**src/rtl/fft_peak_finder.sv**
```systemverilog
// Scans a window of FFT magnitude bins through a read-only BRAM port after each
// frame-complete pulse and publishes the strongest bin, its magnitude and a threshold flag.
module fft_peak_finder #(
   parameter int ADDR_W   = 11,
   parameter int DATA_W   = 16,
   parameter int LO_BIN   = 2,
   parameter int HI_BIN   = 1023,
   parameter int READ_LAT = 2
) (
   input  logic              clk,
   input  logic              reset_n,
   input  logic              start,
   input  logic [DATA_W-1:0] threshold,
   output logic [ADDR_W-1:0] raddr,
   input  logic [DATA_W-1:0] rdata,
   output logic              busy,
   output logic              done,
   output logic [ADDR_W-1:0] peak_bin,
   output logic [DATA_W-1:0] peak_mag,
   output logic              peak_found,
   output logic              overrun
);

   localparam logic [ADDR_W-1:0] LO_ADDR = ADDR_W'(LO_BIN);
   localparam logic [ADDR_W-1:0] HI_ADDR = ADDR_W'(HI_BIN);

   typedef enum logic [1:0] {
      IDLE  = 2'd0,
      ISSUE = 2'd1,
      DRAIN = 2'd2,
      DONE  = 2'd3
   } state_t;

   state_t              state_reg;
   logic [ADDR_W-1:0]   raddr_reg;
   logic                busy_reg;
   logic                done_reg;
   logic [ADDR_W-1:0]   peak_bin_reg;
   logic [DATA_W-1:0]   peak_mag_reg;
   logic                peak_found_reg;
   logic                overrun_reg;
   logic [DATA_W-1:0]   thr_reg;
   logic [DATA_W-1:0]   max_mag_reg;
   logic [ADDR_W-1:0]   max_bin_reg;

   // Tag pipeline: tracks which bin each returning rdata word belongs to.
   logic [READ_LAT-1:0]             vld_pipe_reg;
   logic [READ_LAT-1:0]             vld_pipe_next;
   logic [READ_LAT-1:0][ADDR_W-1:0] bin_pipe_reg;
   logic [READ_LAT-1:0][ADDR_W-1:0] bin_pipe_next;

   logic                push_vld;
   logic                head_vld;
   logic [ADDR_W-1:0]   head_bin;
   logic                head_hit;
   logic                last_cmp;
   logic [DATA_W-1:0]   max_mag_next;
   logic [ADDR_W-1:0]   max_bin_next;

   assign push_vld = (state_reg == ISSUE);
   assign head_vld = vld_pipe_reg[READ_LAT-1];
   assign head_bin = bin_pipe_reg[READ_LAT-1];

   generate
      for (genvar gi = 0; gi < READ_LAT; gi++) begin : g_tag_pipe
         if (gi == 0) begin : g_entry
            assign vld_pipe_next[gi] = push_vld;
            assign bin_pipe_next[gi] = raddr_reg;
         end else begin : g_shift
            assign vld_pipe_next[gi] = vld_pipe_reg[gi-1];
            assign bin_pipe_next[gi] = bin_pipe_reg[gi-1];
         end
      end
   endgenerate

   always_ff @(posedge clk) begin
      if (!reset_n) begin
         vld_pipe_reg <= '0;
         bin_pipe_reg <= '0;
      end else begin
         vld_pipe_reg <= vld_pipe_next;
         bin_pipe_reg <= bin_pipe_next;
      end
   end

   // Strict greater-than keeps the lowest bin on ties.
   always_comb begin
      head_hit     = head_vld && (rdata > max_mag_reg);
      max_mag_next = head_hit ? rdata    : max_mag_reg;
      max_bin_next = head_hit ? head_bin : max_bin_reg;
      last_cmp     = head_vld && (head_bin == HI_ADDR);
   end

   always_ff @(posedge clk) begin
      if (!reset_n) begin
         state_reg      <= IDLE;
         raddr_reg      <= '0;
         busy_reg       <= 1'b0;
         done_reg       <= 1'b0;
         peak_bin_reg   <= '0;
         peak_mag_reg   <= '0;
         peak_found_reg <= 1'b0;
         overrun_reg    <= 1'b0;
         thr_reg        <= '0;
         max_mag_reg    <= '0;
         max_bin_reg    <= '0;
      end else begin
         done_reg <= 1'b0;
         if (start && (state_reg != IDLE))
            overrun_reg <= 1'b1;

         case (state_reg)
            IDLE: begin
               if (start) begin
                  thr_reg     <= threshold;
                  max_mag_reg <= '0;
                  max_bin_reg <= LO_ADDR;
                  raddr_reg   <= LO_ADDR;
                  busy_reg    <= 1'b1;
                  state_reg   <= ISSUE;
               end
            end

            ISSUE: begin
               max_mag_reg <= max_mag_next;
               max_bin_reg <= max_bin_next;
               if (raddr_reg == HI_ADDR)
                  state_reg <= DRAIN;
               else
                  raddr_reg <= raddr_reg + 1'b1;
            end

            DRAIN: begin
               max_mag_reg <= max_mag_next;
               max_bin_reg <= max_bin_next;
               // Publish on the final compare so done is high during the DONE cycle.
               if (last_cmp) begin
                  peak_bin_reg   <= max_bin_next;
                  peak_mag_reg   <= max_mag_next;
                  peak_found_reg <= (max_mag_next >= thr_reg);
                  done_reg       <= 1'b1;
                  busy_reg       <= 1'b0;
                  state_reg      <= DONE;
               end
            end

            DONE: begin
               state_reg <= IDLE;
            end

            default: begin
               state_reg <= IDLE;
            end
         endcase
      end
   end

   assign raddr      = raddr_reg;
   assign busy       = busy_reg;
   assign done       = done_reg;
   assign peak_bin   = peak_bin_reg;
   assign peak_mag   = peak_mag_reg;
   assign peak_found = peak_found_reg;
   assign overrun    = overrun_reg;

endmodule

```
**config.mk**
```make
export PLATFORM = sky130hd
export DESIGN_NAME = fft_peak_finder
export DESIGN_NICKNAME = d
export VERILOG_FILES = /design/src/rtl/fft_peak_finder.sv
export SDC_FILE = /design/constraint.sdc
export NUM_CORES = 1
export LEC_CHECK = 0
export CORE_ASPECT_RATIO = 0.8
export CORE_MARGIN = 5
export CORE_UTILIZATION = 54
export DETAILED_ROUTE_END_ITERATION = 6
export GPL_ROUTABILITY_DRIVEN = 1
export PLACE_DENSITY = 0.8
export SETUP_SLACK_MARGIN = 0.1
export SLEW_MARGIN = 30
export SYNTH_ARGS = -nofsm -noshare
export SYNTH_HDL_FRONTEND = slang
export SYNTH_SLANG_ARGS = --single-unit
```
**constraint.sdc**
```tcl
create_clock -name clk -period 4.66 [get_ports clk]
set_input_delay 0.699 -clock clk [delete_from_list [all_inputs] [get_ports clk]]
set_output_delay 0.699 -clock clk [all_outputs]
set_load 0.03 [all_outputs]
```
==> flow_summary_export.csv <==
group,metric,value,unit
setup_path,cp_slowest_cell,"or4_1",
synth,muxShareOfSynthArea,3.530,%
clock_tree,cts.repair.resized,0,
setup_path,crit_path_start,"rdata[11]",
global_route,overflow,0,
global_route,grtUsageTotal,20.77,%
floorplanning,placement_rows,31,
synth,yosysSeqAreaShare,43.84,%
cells_and_area,layout.nets,674,
routing,ant_nets,0,
synth,synthTopCellsByArea,"dfxtp_1 (44%), ha_1 (8.9%), a22o_1 (4.5%)",
synth,synth_ff_type,"dfxtp_1",
routing,drt_wl_total,11.88,mm
setup_path,timing.rr.start,"max_mag_reg[11]",
routing,drt_first_pass_iters,5,
clock_tree,numCtsBuffers,9,
routing,drt-initial-drc-count,337,
setup_path,worstPathArrival,4.46,ns
synth,synthXorXnorAreaFrac,1.210,%
synth,synth_adder_area_share,8.887,%
setup_path,slowest_delay,0.56,ns
power_and_ir_drop,seq_power_share,44.5,%
synth,synth_top_area_share,43.84,%
outcome,status,"finished clean",
routing,drc,0,
clock_tree,htree_levels,3,
floorplanning,start_util,55.61,%
synth,synth_top_family_by_area,"compound AO/OA/AOI/OAI gates",
synth,synth_compound_area_share,19.55,%
floorplanning,die_w,118.3,um
floorplanning,die_h,96.66,um
synth,syn_area_per_cell,9.317,um2
synth,synth_top_cell_by_area,"dfxtp_1",
placed_design,routabilityCongestion,0.9120,
setup_path,reg2reg_depth,14,
clock_tree,holdBufCountCts,0,
sta,setup_viol,0,
sta,finalHoldViolations,0,
global_route,antenna_found_initial,0,
routing,post_drt_via_cell_ratio,5.828,
setup_path,r2r-end,"peak_found",
power_and_ir_drop,p_per_area,384.4,nW/um2
floorplanning,die_area,11440,um2
power_and_ir_drop,clkPwrFrac,31.0,%
placed_design,io_buffers,76,
sta,rsz0062_at_grt,"no",
setup_path,critical_path_class,"input pin to register",
sta,report.final.slew_viol_count,0,
sta,max_freq,0.2356,GHz
power_and_ir_drop,leakagePower,0.002349,uW
cells_and_area,drive_above_1_share,7.895,%
sta,slew-limit-headroom,54.23,%
sta,worst_pin_slew,0.6849,ns
cells_and_area,syn_to_final_growth,20.81,%
power_and_ir_drop,p_switching,743.6,uW
synth,ys_types,49,
power_and_ir_drop,p_total,2354,uW
synth,ys_warn_count,0,
synth,synth_seq_cells,111,
synth,synth_edf_count,0,
sta,tns,0,ns
setup_path,cp-start-kind,"input pin",
synth,synthesis.nets,615,
clock_tree,clock_path_buffers,2,
setup_path,cp.required,4.87,ns
setup_path,endpoint_kind,"register",
sta,fin_ws,0.4159,ns
clock_tree,cts_tree,"yes",
placed_design,pre_cts_ws,0.1155,ns
clock_tree,post_cts_buffers,0,
synth,syn-cell-area,5069,um2
synth,synth-simple-area-share,15.48,%
setup_path,crit_path_max_fanout,23,
routing,wire_per_inst,16.43,um
job,maxCapViolations,0,
global_route,grt_pass1_vias,4085,
cells_and_area,n_antenna_cell,0,
power_and_ir_drop,ir_worst_vdd,295.4,uV
power_and_ir_drop,p_sw_share,31.59,%
setup_path,crit_path_end,"peak_found",
global_route,grt_pass1_wl,19.87,mm
synth,syn_inst,544,
clock_tree,clockRootBuffer,"clkbuf_16",
sta,period_share,91.08,%
cells_and_area,fill_cells,714,
setup_path,crit_chain,"clkdlybuf4s50_1, ha_1, nand4_1, or4_1, and2_1, nand2_1, buf_12, buf_4, mux2_2, ha_1, a211o_1, a211oi_1, a2111o_1, a31oi_1",
clock_tree,clock_latency,0.35,ns
sta,period_needed,4.244,ns
floorplanning,pin_count,77,
sta,finClkSkew,0.008022,ns
clock_tree,clock_sinks,111,
power_and_ir_drop,pwr-share-comb,24.5,%
global_route,grt_max_degree,53,
placed_design,dpl.hpwl,8.299,mm
worst_hold_path,hold_path.class,"register to register",
power_and_ir_drop,intPower,1610,uW
setup_path,crit_top_cell,"ha_1",
clock_tree,clk_pin_slew,0.07,ns
synth,async_reset_ff_share,0,%
setup_path,r2r_slack,0.88,ns
routing,num_vias,4214,
floorplanning,coreArea,9115,um2
==> per-stage QoR <==
stage                     cell area [um2]  utilization [%]  cells  hold slack [ns]
after floorplan                      5069                -    544           0.4119
after global placement               5839            64.06    707           0.4160
after detailed placement             5839            64.06    707           0.4191
after CTS                            6121            67.15    723           0.4333
after global routing                 6123            67.18    723           0.4530
final                                6123            67.18    723           0.4350
==> placed cells by master (no fill, tap or decap), drive strengths merged, types with 2 or more instances in the layout <==
| cell type | count |
|---|---|
| dfxtp | 111 |
| clkdlybuf4s50 | 76 |
| nand2 | 45 |
| inv | 42 |
| o21ai | 39 |
| a21oi | 38 |
| ha | 36 |
| and2 | 26 |
| a22o | 26 |
| nor2 | 24 |
| nor4 | 20 |
| a311oi | 16 |
| mux2 | 15 |
| clkbuf | 11 |
| nand4 | 10 |
| buf | 10 |
| nand3 | 7 |
| nor3 | 6 |
| a211oi | 6 |
| a21o | 5 |
| xnor2 | 5 |
| nand2b | 3 |
| and3 | 3 |
| a31oi | 3 |
| or4 | 2 |
| o211ai | 2 |
| a21boi | 2 |
| xor2 | 2 |
| clkinv | 2 |
| o31ai | 2 |
==> power groups by stage <==
stage               clock network (uW)  logic (uW)  registers (uW)
floorplan                            0         400            1070
global placement                     0         543            1070
detailed placement                   0         563            1070
CTS                                739         572            1050
global route                       777         637            1060
finish                             730         576            1050
==> synthesized netlist by cell type (3+ instances only) <==
| master | instances |
|---|---|
| a21oi_1 | 38 |
| nor3_1 | 6 |
| and2_1 | 26 |
| o21ai_0 | 38 |
| ha_1 | 36 |
| a22o_1 | 26 |
| nand3_1 | 7 |
| buf_4 | 11 |
| dfxtp_1 | 111 |
| buf_6 | 5 |
| and3_1 | 3 |
| clkbuf_1 | 15 |
| xnor2_1 | 5 |
| a21o_1 | 5 |
| nand4_1 | 10 |
| buf_2 | 7 |
| mux2_2 | 15 |
| nand2b_1 | 3 |
| a311oi_1 | 15 |
| inv_1 | 39 |
| nor2_1 | 24 |
| a211oi_1 | 5 |
| nand2_1 | 45 |
| nor4_1 | 17 |
| a31oi_1 | 3 |
==> final cells by class <==
cell class / instances / area [um2] / share of cell area, %
clock inverters: 5 / 38.79 / 0.6334
flip-flops and latches: 111 / 2222 / 36.29
multi-input cells: 355 / 2477 / 40.46
clock buffers: 11 / 242.7 / 3.964
well taps: 115 / 143.9 / 2.350
inverters: 40 / 150.1 / 2.452
repair buffers: 86 / 848.3 / 13.85
==> worst min-delay path by stage <==
stage                           start              end  slack [ns]  depth (start not counted)
floorplan           bin_pipe_next[11]      head_bin[0]        0.41                          1
global placement    bin_pipe_next[12]      head_bin[1]        0.42                          1
detailed placement    vld_pipe_reg[0]  vld_pipe_reg[1]        0.42                          1
CTS                   vld_pipe_reg[0]  vld_pipe_reg[1]        0.43                          1
global route        bin_pipe_next[14]      head_bin[3]        0.45                          1
finish                vld_pipe_reg[0]  vld_pipe_reg[1]        0.44                          1
==> metal layers <==
metal | wire, um | share of wire (%) | vias up | GRT usage, %
met2 | 5363 | 45 | 144 | 32.12
li1 | - | - | 2064 | -
met1 | 5568 | 47 | 1991 | 28.55
met5 | 0 | 0 | - | 0
met4 | 119 | 1.0 | 0 | 5.908
met3 | 826 | 7.0 | 15 | 5.598
==> kinds of logic after synthesis <==
group | Yosys count
flops | 111
compound gates | 146
fa+ha+maj | 36
simple gates | 150
mux | 16
xor+xnor | 7
buf+inv | 78
==> critical path: cells and delay by family <==
family                     cells  cell delay, ns
adders and majority gates      2            0.54
AOI/OAI and AO/OA              4            0.83
muxes                          1            0.38
buffers and inverters          3            0.93
and+or+nand+nor                4            1.07
Note: power is estimated with default switching activity, not from simulation.
